==> config.mk <==
export PLATFORM = sky130hd
export DESIGN_NAME = alu_serial_16
export DESIGN_NICKNAME = d
export VERILOG_FILES = /design/src/rtl/alu_serial_pkg.sv /design/src/rtl/negator_16.sv /design/src/rtl/nibble_adder_4.sv /design/src/rtl/alu_serial_16.sv
export SDC_FILE = /design/constraint.sdc
export NUM_CORES = 1
export LEC_CHECK = 0
export CORE_MARGIN = 8
export CORE_UTILIZATION = 50
export CTS_CLUSTER_DIAMETER = 40
export DETAILED_ROUTE_END_ITERATION = 7
export HOLD_SLACK_MARGIN = 0.02
export MAX_ROUTING_LAYER = met4
export PLACE_DENSITY = 0.78
export SYNTH_ARGS = -nofsm -noshare
export SYNTH_HDL_FRONTEND = slang
export SYNTH_HIERARCHICAL = 1
export SYNTH_SLANG_ARGS = --single-unit
==> constraint.sdc <==
create_clock -name CLK -period 6.2 [get_ports CLK]
set_input_delay 1.24 -clock CLK [delete_from_list [all_inputs] [get_ports CLK]]
set_output_delay 1.24 -clock CLK [all_outputs]
set_load 0.005 [all_outputs]
==> src/rtl/alu_serial_pkg.sv <==
// Purpose : shared encodings and constants for the nibble-serial 16-bit ALU.
// Latency : n/a (declarations only).
// Backpressure: n/a.
package alu_serial_pkg;

   localparam int DATA_W  = 16;
   localparam int NIB_W   = 4;
   localparam int NIB_CNT = 4;

   typedef enum logic [1:0] {
      OP_ADD = 2'b00,
      OP_SUB = 2'b01,
      OP_NOT = 2'b10,
      OP_NEG = 2'b11
   } op_e;

   typedef enum logic [1:0] {
      S_IDLE = 2'b00,
      S_CALC = 2'b01,
      S_DONE = 2'b10
   } state_e;

   // Operation context captured when a request is accepted.
   typedef struct packed {
      op_e               op;
      logic [DATA_W-1:0] x;
      logic [DATA_W-1:0] y;
   } opnd_t;

endpackage

==> src/rtl/negator_16.sv <==
// Purpose : 16-bit bitwise complement stage feeding the serial ALU.
// Latency : combinational, zero cycles.
// Backpressure: none, pure function of its input.
// Ports   : a (16b in), y (16b out) = ~a.
module negator_16 (
   input  logic [15:0] a,
   output logic [15:0] y
);

   assign y = ~a;

endmodule

==> src/rtl/nibble_adder_4.sv <==
// Purpose : 4-bit ripple-carry slice used once per cycle by the serial ALU.
// Latency : combinational, zero cycles.
// Backpressure: none, pure function of its inputs.
// Ports   : a, b (4b in), cin (in); sum (4b out), c_out (out),
//           c3 (carry into bit 3, used for signed overflow).
module nibble_adder_4 (
   input  logic [3:0] a,
   input  logic [3:0] b,
   input  logic       cin,
   output logic [3:0] sum,
   output logic       c_out,
   output logic       c3
);

   logic [4:0] c;

   always_comb begin
      c    = '0;
      sum  = '0;
      c[0] = cin;
      for (int i = 0; i < 4; i++) begin
         sum[i]   = a[i] ^ b[i] ^ c[i];
         c[i+1]   = (a[i] & b[i]) | (c[i] & (a[i] ^ b[i]));
      end
   end

   assign c_out = c[4];
   assign c3    = c[3];

endmodule

==> src/rtl/alu_serial_16.sv <==
// Purpose : 16-bit ADD/SUB/NOT/NEG computed one nibble per cycle, LSB first.
// Latency : DONE five cycles after the START cycle, fixed for every OP.
// Backpressure: START ignored while BUSY (no queueing); accepted in IDLE or DONE.
// Ports   : CLK, RST (sync, active-high); START/OP/A/B request inputs;
//           BUSY, DONE status; Y result with CARRY/ZERO/OVF flags, all registered.
module alu_serial_16
   import alu_serial_pkg::*;
(
   input  logic        CLK,
   input  logic        RST,
   input  logic        START,
   input  logic [1:0]  OP,
   input  logic [15:0] A,
   input  logic [15:0] B,
   output logic        BUSY,
   output logic        DONE,
   output logic [15:0] Y,
   output logic        CARRY,
   output logic        ZERO,
   output logic        OVF
);

   state_e      state_q, state_d;
   opnd_t       opnd_q, opnd_d;
   logic [1:0]  idx_q, idx_d;
   logic        carry_run_q, carry_run_d;
   logic [15:0] y_q, y_d;
   logic        carry_q, carry_d;
   logic        zero_q, zero_d;
   logic        ovf_q, ovf_d;

   logic        accept;
   logic [15:0] neg_in, neg_out;
   logic [3:0]  nib_x, nib_y, nib_sum;
   logic        nib_cout, nib_c3;
   logic [3:0]  nib_base;

   // A request is taken whenever no nibble work is in flight.
   assign accept = START && (state_q != S_CALC);

   // SUB complements B; NEG and NOT complement A.
   assign neg_in = (OP == OP_SUB) ? B : A;

   negator_16 u_neg (
      .a (neg_in),
      .y (neg_out)
   );

   assign nib_base = {idx_q, 2'b00};
   assign nib_x    = opnd_q.x[nib_base +: NIB_W];
   assign nib_y    = opnd_q.y[nib_base +: NIB_W];

   nibble_adder_4 u_add (
      .a     (nib_x),
      .b     (nib_y),
      .cin   (carry_run_q),
      .sum   (nib_sum),
      .c_out (nib_cout),
      .c3    (nib_c3)
   );

   // State register
   always_ff @(posedge CLK) begin
      if (RST) state_q <= S_IDLE;
      else     state_q <= state_d;
   end

   // Next-state logic
   always_comb begin
      state_d = state_q;
      case (state_q)
         S_IDLE:  if (START) state_d = S_CALC;
         S_CALC:  if (idx_q == 2'(NIB_CNT-1)) state_d = S_DONE;
         S_DONE:  state_d = START ? S_CALC : S_IDLE;
         default: state_d = S_IDLE;
      endcase
   end

   // Datapath next values
   always_comb begin
      opnd_d      = opnd_q;
      idx_d       = idx_q;
      carry_run_d = carry_run_q;
      y_d         = y_q;
      carry_d     = carry_q;
      zero_d      = zero_q;
      ovf_d       = ovf_q;

      if (accept) begin
         opnd_d.op = op_e'(OP);
         idx_d     = '0;
         case (op_e'(OP))
            OP_ADD: begin opnd_d.x = A;  opnd_d.y = B;       carry_run_d = 1'b0; end
            OP_SUB: begin opnd_d.x = A;  opnd_d.y = neg_out; carry_run_d = 1'b1; end
            OP_NEG: begin opnd_d.x = '0; opnd_d.y = neg_out; carry_run_d = 1'b1; end
            default: begin opnd_d.x = '0; opnd_d.y = neg_out; carry_run_d = 1'b0; end
         endcase
      end else if (state_q == S_CALC) begin
         y_d[nib_base +: NIB_W] = nib_sum;
         carry_run_d            = nib_cout;
         idx_d                  = idx_q + 2'd1;
         if (idx_q == 2'(NIB_CNT-1)) begin
            // Top-bit carry-in vs carry-out disagreement is signed overflow.
            carry_d = (opnd_q.op != OP_NOT) && nib_cout;
            ovf_d   = (opnd_q.op != OP_NOT) && (nib_c3 ^ nib_cout);
            zero_d  = ({nib_sum, y_q[11:0]} == 16'h0000);
         end
      end
   end

   // Datapath registers
   always_ff @(posedge CLK) begin
      if (RST) begin
         opnd_q      <= '0;
         idx_q       <= '0;
         carry_run_q <= 1'b0;
         y_q         <= '0;
         carry_q     <= 1'b0;
         zero_q      <= 1'b0;
         ovf_q       <= 1'b0;
      end else begin
         opnd_q      <= opnd_d;
         idx_q       <= idx_d;
         carry_run_q <= carry_run_d;
         y_q         <= y_d;
         carry_q     <= carry_d;
         zero_q      <= zero_d;
         ovf_q       <= ovf_d;
      end
   end

   // Outputs decode registered state only
   always_comb begin
      BUSY  = (state_q == S_CALC);
      DONE  = (state_q == S_DONE);
      Y     = y_q;
      CARRY = carry_q;
      ZERO  = zero_q;
      OVF   = ovf_q;
   end

endmodule

## After elaboration in Yosys (flattened, before gate mapping)

Cells that the tools add are included.
Widths: inputs -> output; s select.

- Reduce and logical (&&, ||, !) cells: 12
- $add $sub $neg: 2
- Eq/ne operators: 9
- Shift-type cells: 4
- Mux-type cells: 10
- Bitwise gates (word level): 23

Operators with widths:

| cell | number |
|---|---|
| $pmux 32 s2 | 1 |
| $shiftx 16x5->4 | 2 |
| $bwmux 16 | 1 |
| $logic_not 16->1 | 1 |
| $mux 16 | 1 |
| $not 16->16 | 1 |
| $shift 4x6->16 const A | 1 |
| $shiftx 4x6->16 | 1 |
| $xor 1x1->1 | 9 |
| $and 1x1->1 | 8 |
| $eq 2x2->1 const B | 3 |
| $neg 4->6 | 1 |
| $pmux 2 s3 | 1 |
| $eq 2x1->1 const B | 2 |
| $logic_not 2->1 | 2 |
| $mux 1 | 4 |
| $mux 2 | 2 |
| $ne 2x1->1 const B | 2 |
| $ne 2x2->1 const B | 2 |
| $or 1x1->1 | 4 |
| $reduce_and 2->1 | 2 |
| $reduce_or 2->1 | 2 |
| $logic_and 1x1->1 | 3 |
| $reduce_and 3->1 | 1 |
| 3 further kinds | 3 |

- Word-level logic and storage cells: 70
- Flip-flop bits (word level): 58
- Output and inout port bits: 21
- Bits of input ports: 37

## Longest topological paths before layout

Gate-level depths: netlist (run 1).

- Depth after elaboration: 12
- Mapped depth: 11
- Depth with buffers taken out: 10

## Modules after synthesis

The synthesis (run 1) kept the hierarchy.

Modules (own cells, without submodules):

| module | seq. area each (µm²) | instances | cells an instance | area an instance (µm²) |
|---|---|---|---|---|
| alu_serial_16 | 1161.1 | 1 | 251 | 2771.4 |
| nibble_adder_4 | 0.0 | 1 | 12 | 110.1 |
| negator_16 | 0.0 | 1 | 16 | 60.1 |

## Worst setup path before layout (run 1)

OpenSTA, ideal clock, no wires.

- Path kind: register to register
- Start: reg idx_q[0]
- End: reg zero_q, in the netlist ZERO
- Data required time: 6.112 ns
- Library setup time: 0.088 ns
- Period minus slack after synthesis: 3.211 ns
- Stages on the path, launching flop included: 12
- Setup slack: 2.989 ns
- Arrival time: 3.123 ns
- Path buffers: 1
- Cells stage by stage: dfxtp_1 buf_2 mux4_2 fa_1 inv_1 fa_1 fa_1 inv_1 fa_1 nor4_1 nand4_1 o31ai_1

- Word-level cells in the longest chain between the ends: 10
- Elaborated cells on any way between the ends: 22
- Those cells by class: eq/ne: 1; shift: 2; bitwise: 17; reduce/logical: 2

RTL lines:

| element | line | source |
|---|---|---|
| start, declared | alu_serial_16.sv:25 | `logic [1:0] idx_q, idx_d;` |
| start signal, assigned | alu_serial_16.sv:123 | `idx_q <= idx_d;` |
| $shiftx 16x5->4 * | alu_serial_16.sv:50 | `assign nib_x = opnd_q.x[nib_base +: NIB_W];` |
| net nib_x[0] | alu_serial_16.sv:34 | `logic [3:0] nib_x, nib_y, nib_sum;` |
| $xor 1x1->1 | nibble_adder_4.sv:23 | `c[i+1] = (a[i] & b[i]) \| (c[i] & (a[i] ^ b[i]));` |
| $and 1x1->1 | nibble_adder_4.sv:23 |  |
| $or 1x1->1 * | nibble_adder_4.sv:23 |  |
| $and 1x1->1 * | nibble_adder_4.sv:23 |  |
| $or 1x1->1 * | nibble_adder_4.sv:23 |  |
| $and 1x1->1 * | nibble_adder_4.sv:23 |  |
| $or 1x1->1 * | nibble_adder_4.sv:23 |  |
| net nib_c3 | alu_serial_16.sv:35 | `logic nib_cout, nib_c3;` |
| $xor 1x1->1 * | nibble_adder_4.sv:22 | `sum[i] = a[i] ^ b[i] ^ c[i];` |
| net nib_sum[3] | alu_serial_16.sv:34 |  |
| $logic_not 16->1 * | alu_serial_16.sv:106 | `zero_d = ({nib_sum, y_q[11:0]} == 16'h0000);` |
| end signal, assigned | alu_serial_16.sv:127 | `zero_q <= zero_d;` |
| end, declared | alu_serial_16.sv:29 | `logic zero_q, zero_d;` |

The timed path passes the listed nets; every way through them passes the cells marked *.
A chain may end at the register's enable or synchronous reset.

## Worst setup path after layout (run 1)

Ends and elaborated chain as after synthesis.

==> metrics, run 1 <==
run status complete, no violations; fraction of layout cells with a size suffix above 1 0.172; Mapped Nets about 330; routed vias between 2,000 and 2,500; part of the total power dissipated in combinational logic 0.153; Sw Ratio 0.259; delay of the slowest cell on the worst path between 700 and 800 ps; average wire length per cell after detail routing 16.2 um; worst min path class register to register; number of synthesized register bits slightly below 60; height of the chip 92.7 um; critical path data required time 6440 ps; average vias per placed instance 5.51; clock insertion delay at the later pin of the skew report between 300 and 400 ps; Post-synth top flop sky130_fd_sc_hd__dfxtp_1; clock root buffer sky130_fd_sc_hd__clkbuf_8; H-tree lvl count 3; Post-synth EDFFs 0; final HPWL from detailed placement slightly below 5 mm; synthesized instance count 279; initial core utilization 0.506; total wire length after detailed routing about 6.7 mm; core area just under 6000 um2; unrepaired setup endpoints after global routing no; count of unique library cells instantiated by Yosys 43; post-route insts no fill 413; number of buffers inserted during clock tree synthesis 9; horizontal die dimension slightly above 90 um; buffers inserted during post-CTS setup optimization 0; max-cap check violation count 0; critical-path maximum fanout 15; number of pins exceeding their max-slew limit in the final report 0; ranking of synthesized cells by area sky130_fd_sc_hd__dfxtp_1 (39%), sky130_fd_sc_hd__mux2_2 (6.1%), sky130_fd_sc_hd__mux4_2 (6.1%); TritonCTS clock tree done; worst clock skew between 7 and 8 ps; P per Cell Area between 200 and 250 nW/um2; total setup violations reported at the end of the flow 0; final weighted congestion in routability-driven placement 0.865; clock network power share 0.375; cell area after placement about 3500 um2; number of standard-cell rows in the floorplan 28; crit path time final 3580 ps; share of the clock period used by the worst path after layout 0.577; Max Fclk between 200 and 300 MHz; area delta synth->final 26.1%; Residual DRC 0; final net count 379; worst-case vdd ir drop 137 uV; area of the die 8590 um2; category of the most critical setup path register to register; Worst Reg2Reg Path Length in Cells 10; Clock Path Buffers 2; Total Power approximately 860 uW; total routing usage reported by global routing 0.171; wire length of the first global-routing pass about 11 mm; Worst-path clk slew ~70 ps; clock sink total 58; CTS Hold Buffers Added 0; aggregate global routing overflow 0; Resize count post-CTS 0; critical path startpoint category register; vias in the first global route between 2,000 and 2,500; cell type contributing the most total cell area after synthesis sky130_fd_sc_hd__dfxtp_1; Avg Synthesized Cell Area between 10 and 15 um2; worst path arrival time approximately 3800 ps; power spent charging and discharging nets between 200 and 250 uW; Post-Layout Inst Area around 3700 um2; post-synthesis instance area roughly 2900 um2; number of warning messages in the yosys log 6; number of I/O port buffers 57; antenna fix cells 0; placed insts between 300 and 400; endpoint kind of the worst setup timing path register; final sum of negative setup slack 0 ps; Max transition margin 0.321; async set-or-reset flop fraction in the synthesized netlist 0; highest-delay cell along the critical path sky130_fd_sc_hd__dfxtp_1; leakage power figure about 0.0014 uW; share of synthesized area occupied by flip-flops and latches 0.395; register share of total power 0.472; detailed-router iteration count before antenna repair 4; Worst Max-Slew Pin Slew 1020 ps; Hold Crit Depth 2; cell internal power dissipation roughly 640 uW; post-synth top area share 0.395; I/O pin cnt 58; maximum number of pins on one net before global-route repair 37; crit path cell chain mux4_2 > fa_1 > inv_1 > fa_1 > fa_1 > inv_1 > fa_1 > nor4_1 > nand4_1 > o31ai_1; Post-DRT Antenna Nets 0; initial DRC count ~100; final hold violation count 0; library cell appearing most often on the critical path sky130_fd_sc_hd__fa_1; antenna violations before repair 0
## power groups by stage
stage | Clock, uW | Combinational, uW | Sequential [uW]
floorplan | 0 | 89.9 | 405
global placement | 0 | 127 | 412
detailed placement | 0 | 131 | 412
CTS | 325 | 132 | 404
global route | 346 | 145 | 406
finish | 321 | 131 | 404
## worst paths after layout
path | end | slack (ps) | startpoint
max | ZERO$_SDFFE_PP0P_ | 2620 | idx_q[0]$_SDFFE_PP0P_
min | Y[13]$_SDFFE_PP0P_ | 460 | Y[13]$_SDFFE_PP0P_
max reg2reg | ZERO$_SDFFE_PP0P_ | 2620 | idx_q[0]$_SDFFE_PP0P_
min reg2reg | Y[13]$_SDFFE_PP0P_ | 460 | Y[13]$_SDFFE_PP0P_
## synth_stat cells, drive strengths merged (8+ instances only)
cell and instances:
mux4 8, mux2i 17, buf 11, dfxtp 58
nand2 20, a21oi 19, o2bb2ai 16, a22o 18
mux2 16, inv 28, nand3 18
## cells by family after synthesis
kind of cell	count (synthesis)	synth area share
xor+xnor	2	0.00596
compound gates	57	0.167
fa+ha+maj	9	0.0485
flops	58	0.395
buf+inv	44	0.0685
simple gates	68	0.135
mux	41	0.180
## stage by stage
stage / hold WS (ps) / util / worst slack, ps
3_3_place_gp: 448 / 0.606 / 2720
3_5_place_dp: 450 / 0.606 / 2650
4_1_cts: 459 / 0.638 / 2610
2_1_floorplan: 428 / - / 2990
5_1_grt: 480 / 0.638 / 2220
6_report: 458 / 0.638 / 2620
## layout make-up
type	instances	area (um2)
fillers	503	2110
multi-input cells	177	1580
clock buffers	14	173
flip-flops and latches	58	1160
clock inverters	2	10.0
repair buffers	59	586
well taps	75	93.8
inverters	28	108
## placed cells by master (no fill, tap or decap), types with 6 or more instances in the layout
master	count
sky130_fd_sc_hd__mux4_2	8
sky130_fd_sc_hd__nand2_1	20
sky130_fd_sc_hd__mux2i_1	17
sky130_fd_sc_hd__a21oi_1	18
sky130_fd_sc_hd__clkbuf_8	12
sky130_fd_sc_hd__dfxtp_1	58
sky130_fd_sc_hd__o2bb2ai_2	10
sky130_fd_sc_hd__a22o_1	18
sky130_fd_sc_hd__clkdlybuf4s50_1	57
sky130_fd_sc_hd__inv_1	27
sky130_fd_sc_hd__mux2_2	16
sky130_fd_sc_hd__nand3_1	18
sky130_fd_sc_hd__o2bb2ai_1	6
## critical path: cells and delay by family, from the launching register on
family                     cells  cell delay, ps
AOI/OAI and AO/OA              1             200
adders and majority gates      4            1300
muxes                          1             610
and+or+nand+nor                2             450
DFF                            1             790
buffers and inverters          2             130
## sequential cells by signal (all words and copies together), names as in the netlist
name	flops
ZERO	1
idx_q	2
Y	16
carry_run_q	1
state_q	2
CARRY	1
opnd_q	34
OVF	1
## per-layer routing
metal / wire length, um / track usage
met1: 2960 / 0.198
met3: 315 / 0.0461
met5: 0 / -
met2: 3270 / 0.271
met4: 123 / 0.0805
Note: power is estimated with default switching activity, not from simulation.
==> inputs of run 2 (changes only) <==
clock period = 3.61 ns   (was 6.2 ns; I/O delays follow)
==> metrics, run 2 (synthesis gave the netlist of run 1 again) <==
CTS Hold Buffers Added 0; average wire length per cell after detail routing between 15 and 20 um; final HPWL from detailed placement 4.70 mm; category of the most critical setup path register to register; number of buffers inserted during clock tree synthesis 9; total setup violations reported at the end of the flow 0; wire length of the first global-routing pass between 10 and 15 mm; Residual DRC 0; Hold Path End CARRY$_SDFFE_PP0P_; slack of the worst reg-to-reg path roughly 360 ps; worst path arrival time about 3500 ps; most common library cell in the layout ignoring fill and taps sky130_fd_sc_hd__dfxtp_1; final sum of negative setup slack 0 ps; maximum number of pins on one net before global-route repair 37; max-cap check violation count 0; Resize count post-CTS 0; final weighted congestion in routability-driven placement 0.881; buffers inserted during post-CTS setup optimization 0; Worst Max-Slew Pin Slew 830 ps; number of I/O port buffers 57; area of the die 8590 um2; total routing usage reported by global routing 0.161; routed vias between 2,000 and 2,500; final net count about 380; final worst-path setup slack approximately 360 ps; Post-DRT Antenna Nets 0; leakage power figure between 0.001 and 0.0015 uW; critical path startpoint category register; I/O pin cnt 58; pre-CTS setup slack 403 ps; placed insts around 400; worst min path class register to register; Clock Path Buffers 2; startpoint of the worst-slack reg-to-reg timing path idx_q[0]$_SDFFE_PP0P_; clock insertion delay at the later pin of the skew report 330 ps; critical-path maximum fanout 5; crit path time final 3250 ps; number of pins exceeding their max-slew limit in the final report 0; H-tree lvl count 3; vias in the first global route around 2,300; clock sink total between 50 and 60; antenna fix cells 0; top register by number of flip-flops opnd_q; area delta synth->final 27.7%; critical path data required time about 3800 ps; Hold Crit Depth 2; aggregate global routing overflow 0; Worst Reg2Reg Path Length in Cells 10; clock root buffer sky130_fd_sc_hd__clkbuf_8; worst-case vdd ir drop 257 uV; horizontal die dimension 92.7 um; run status complete, no violations; unrepaired setup endpoints after global routing no; detailed-router iteration count before antenna repair 4; max reg flops 34; endpoint of the most critical register-to-register path ZERO$_SDFFE_PP0P_; average vias per placed instance between 5 and 6; number of standard-cell rows in the floorplan 28; initial DRC count 97; TritonCTS clock tree done; share of the clock period used by the worst path after layout 0.901; P per Cell Area 400 nW/um2; antenna violations before repair 0; Max transition margin 0.447; height of the chip between 90 and 100 um; post-route insts no fill approximately 420; total wire length after detailed routing 6.30 mm; Hold WS between 400 and 500 ps; most frequent cells in the layout sky130_fd_sc_hd__dfxtp_1 (58), sky130_fd_sc_hd__clkdlybuf4s50_1 (57), sky130_fd_sc_hd__inv_1 (27), sky130_fd_sc_hd__nand2_1 (20); endpoint kind of the worst setup timing path register; Max Fclk roughly 300 MHz; core area 5820 um2; fraction of layout cells with a size suffix above 1 0.185; startpoint of the tightest hold check path CARRY$_SDFFE_PP0P_; initial core utilization 0.506; final hold violation count 0; Worst-path clk slew approximately 60 ps; worst clock skew between 4 and 5 ps
## run 2: cell count changes in the layout (fill, tap and decap cells not counted)
cell | previous run | this run
sky130_fd_sc_hd__buf_4 | 2 | 7
sky130_fd_sc_hd__clkbuf_8 | 12 | 11
sky130_fd_sc_hd__bufinv_16 | 0 | 1
sky130_fd_sc_hd__clkbuf_1 | 2 | 0
## run 2: report_power, final
| group | switching (uW) | leakage (uW) | total (uW) | internal (uW) |
|---|---|---|---|---|
| Clock | 234 | 0.000101 | 580 | 346 |
| Combinational | 111 | 0.000846 | 233 | 122 |
| Sequential | 21.3 | 0.000472 | 690 | 669 |
## run 2: final cells by class
class	count	area, um2
multi-input combinational	177	1580
sequential	58	1160
clock inverter	3	40.0
inverter	28	108
timing repair buffer	64	623
tap	75	93.8
fill	485	2060
clock buffer	11	151
## run 2: how the worst max path moves through the flow
| stage | from | end | depth (start not counted) |
|---|---|---|---|
| after floorplan | idx_q[0]$_SDFFE_PP0P_ | ZERO$_SDFFE_PP0P_ | 11 |
| after global placement | idx_q[0]$_SDFFE_PP0P_ | ZERO$_SDFFE_PP0P_ | 10 |
| after detailed placement | idx_q[0]$_SDFFE_PP0P_ | ZERO$_SDFFE_PP0P_ | 10 |
| after CTS | idx_q[0]$_SDFFE_PP0P_ | ZERO$_SDFFE_PP0P_ | 10 |
| after global routing | idx_q[0]$_SDFFE_PP0P_ | ZERO$_SDFFE_PP0P_ | 10 |
| final | idx_q[0]$_SDFFE_PP0P_ | ZERO$_SDFFE_PP0P_ | 10 |
## run 2: critical path, stage by stage, from the launching register on
cell                      delay [ps]
sky130_fd_sc_hd__dfxtp_1         410
sky130_fd_sc_hd__mux4_2          540
sky130_fd_sc_hd__fa_1            430
sky130_fd_sc_hd__inv_1            70
sky130_fd_sc_hd__fa_1            180
sky130_fd_sc_hd__fa_1            170
sky130_fd_sc_hd__inv_1            60
sky130_fd_sc_hd__fa_1            540
sky130_fd_sc_hd__nor4_1          330
sky130_fd_sc_hd__nand4_1         150
sky130_fd_sc_hd__o31ai_1         260
## run 2: per-layer routing
layer  vias up  share of wire  track usage
li1       1128              -            -
met1      1044           0.45        0.184
met2        61           0.48        0.249
met3        12          0.053       0.0542
met4         0          0.017       0.0779
met5         -              0            -
## run 2: through the flow
| step | util | total power [uW] | area (um2) |
|---|---|---|---|
| floorplan | - | 850 | 2940 |
| global placement | 0.613 | 930 | 3560 |
| detailed placement | 0.613 | 934 | 3560 |
| CTS | 0.646 | 1520 | 3760 |
| global route | 0.646 | 1570 | 3760 |
| finish | 0.646 | 1500 | 3760 |
==> inputs of run 3 (changes only) <==
HOLD_SLACK_MARGIN = 0.15   (was 0.02)
==> results of run 3 <==
Final layout, timing and power as in run 2 (identical DEF).
==> variant, RTL diff (config.mk and constraints of run 2) <==
Reset style: asynchronous (`RST`), changed in 2 clocked blocks.
--- a/src/rtl/alu_serial_16.sv
+++ b/src/rtl/alu_serial_16.sv
@@ -60,7 +60,7 @@
    );
 
    // State register
-   always_ff @(posedge CLK) begin
+   always_ff @(posedge CLK or posedge RST) begin
       if (RST) state_q <= S_IDLE;
       else     state_q <= state_d;
    end
@@ -109,7 +109,7 @@
    end
 
    // Datapath registers
-   always_ff @(posedge CLK) begin
+   always_ff @(posedge CLK or posedge RST) begin
       if (RST) begin
          opnd_q      <= '0;
          idx_q       <= '0;
Function: differs if RST is asserted again (counterexample within 4 cycles, from zero or initial values and one cycle with RST high); with RST held inactive, the same outputs for 10 cycles.
==> variant against run 2 <==
Area after synthesis is 10% higher. Non-clock buffer count is 1 lower. Sequential cell count stayed put. Via count is 14% higher. Wire length is 25% higher. Synthesized cell count is 16% higher. Global-route usage is 3.0 points higher. Cell area is 7.1% higher. Sequential share of layout area is 5.2 points higher. Setup slack better by 0.098 ns.
Power is not compared: it rests on default switching activity, and its combinational part moved more than twofold at a synthesized area within 25%.
==> variant: results (changes against run 2) <==
* Drt via density at 5.57 (+3.3%)
* Largest reg by FF count: opnd_q
* Vias in the first global route at 2622 (+16%)
* Worst-Margin Slew at 0.892 ns (+0.0628 ns)
* Post-CTS Resized at 0 (unchanged)
* Drt initial violations at 162 (+67%)
* CP max-delay cell: dfrtp_1
* Yosys top cell by area: dfrtp_1
* Final Skew at 0.00677 ns (+0.00216 ns)
* Synth area leaders: dfrtp_1 45%, o21ai_0 9.3%, nand2_1 6.5%
* First-pass GRT wire length at 13100 um (+23%)
* Maximum VDD drop at 0.000590 V
* Largest net degree at the start of global routing at 40 (+8.1%)
* Slowest stage delay, CP at 0.60 ns (+0.06 ns)
* Synth unique cells at 35 (-19%)
* Commonest cells in the synthesized netlist: 60 x o21ai_0, 58 x dfrtp_1, 56 x nand2_1, 30 x inv_1
* Global Route Usage Sum at 19.1% (+3.0 points)
* Status: complete, no violations
* Placed Area at 0.00383 mm2 (+7.5%)
* Routability cong. at 0.859 (-2.5%)
* DRT Wirelength at 7860 um (+25%)
* Post-synthesis net count at 371 (+14%)
* Nets at 425 (+11%)
* Layout cells sized above 1 at 11.0% (-7.5 points)
* Worst path arrival time at 3.41 ns (-0.08 ns)
* CP max FO at 11 (+6)
* Detailed Place HPWL at 5850 um (+25%)
* Post-synthesis sequential area ratio at 44.9% (+5.4 points)
* Cell family with most CP delay: adder cells
* IO buf count at 57 (unchanged)
## variant: kinds of logic (layout without fill, tap and decap cells)
kind of cell	Yosys count	after routing	synth area share, %
AO/OA/AOI/OAI	87	87	15.7
XOR/XNOR	1	1	0.271
adder cells (fa/ha/maj)	9	9	4.41
buffers and inverters	51	108	7.16
flip-flops	58	58	44.9
multiplexers	27	27	11.5
AND/OR/NAND/NOR	92	92	16.0
## variant: worst paths after layout
check / startpoint / to / slack, ns
max in group asynchronous: RST / opnd_q[0] / 2.06
min reg2reg: OVF / OVF / 0.49
max: idx_q[1] / ZERO / 0.46
min in group asynchronous: RST / Y[11] / 0.72
min: OVF / OVF / 0.49
max reg2reg: idx_q[1] / ZERO / 0.46
## variant: power groups by stage
| stage | registers, mW | clock network, mW | logic [mW] |
|---|---|---|---|
| after detailed placement | 1.18 | 0 | 1.61 |
| final | 1.17 | 0.587 | 1.60 |
| after global routing | 1.21 | 0.621 | 1.76 |
| after global placement | 1.17 | 0 | 1.55 |
| after CTS | 1.17 | 0.599 | 1.61 |
| after floorplan | 1.10 | 0 | 1.11 |
## variant: cell type report
cell class                      count  area, um2
Inverter                           31        116
Clock buffer                       11        151
Timing Repair Buffer               63        616
Sequential cell                    58       1450
Fill cell                         546       2290
Tap cell                           77       96.3
Clock inverter                      3       40.0
Multi-Input combinational cell    216       1550
## variant: through the flow
stage	util (%)	instances	setup slack [ns]	total power, mW
6_report	63.7	459	0.456	3.36
5_1_grt	63.7	459	0.285	3.59
4_1_cts	63.7	459	0.447	3.38
3_5_place_dp	60.7	445	0.453	2.79
3_3_place_gp	60.7	445	0.568	2.72
2_1_floorplan	-	325	0.496	2.21
## variant: worst reg2reg max path, stage by stage, from the launching register on
cell and delay (ns):
dfrtp_1 0.60, mux4_2 0.31, fa_1 0.17, inv_1 0.05, fa_1 0.39, fa_1 0.38
inv_1 0.10, fa_1 0.50, nor4_1 0.31, nand4_1 0.11, o21ai_0 0.14
## variant: per-layer routing
layer	part of all wire [%]	GRT usage [%]	wire, um	vias up
li1	-	-	-	1217
met1	43	23.3	3400	1224
met2	48	29.4	3750	97
met3	6.0	3.63	469	20
met4	3.0	10.5	233	0
met5	0	-	0	-
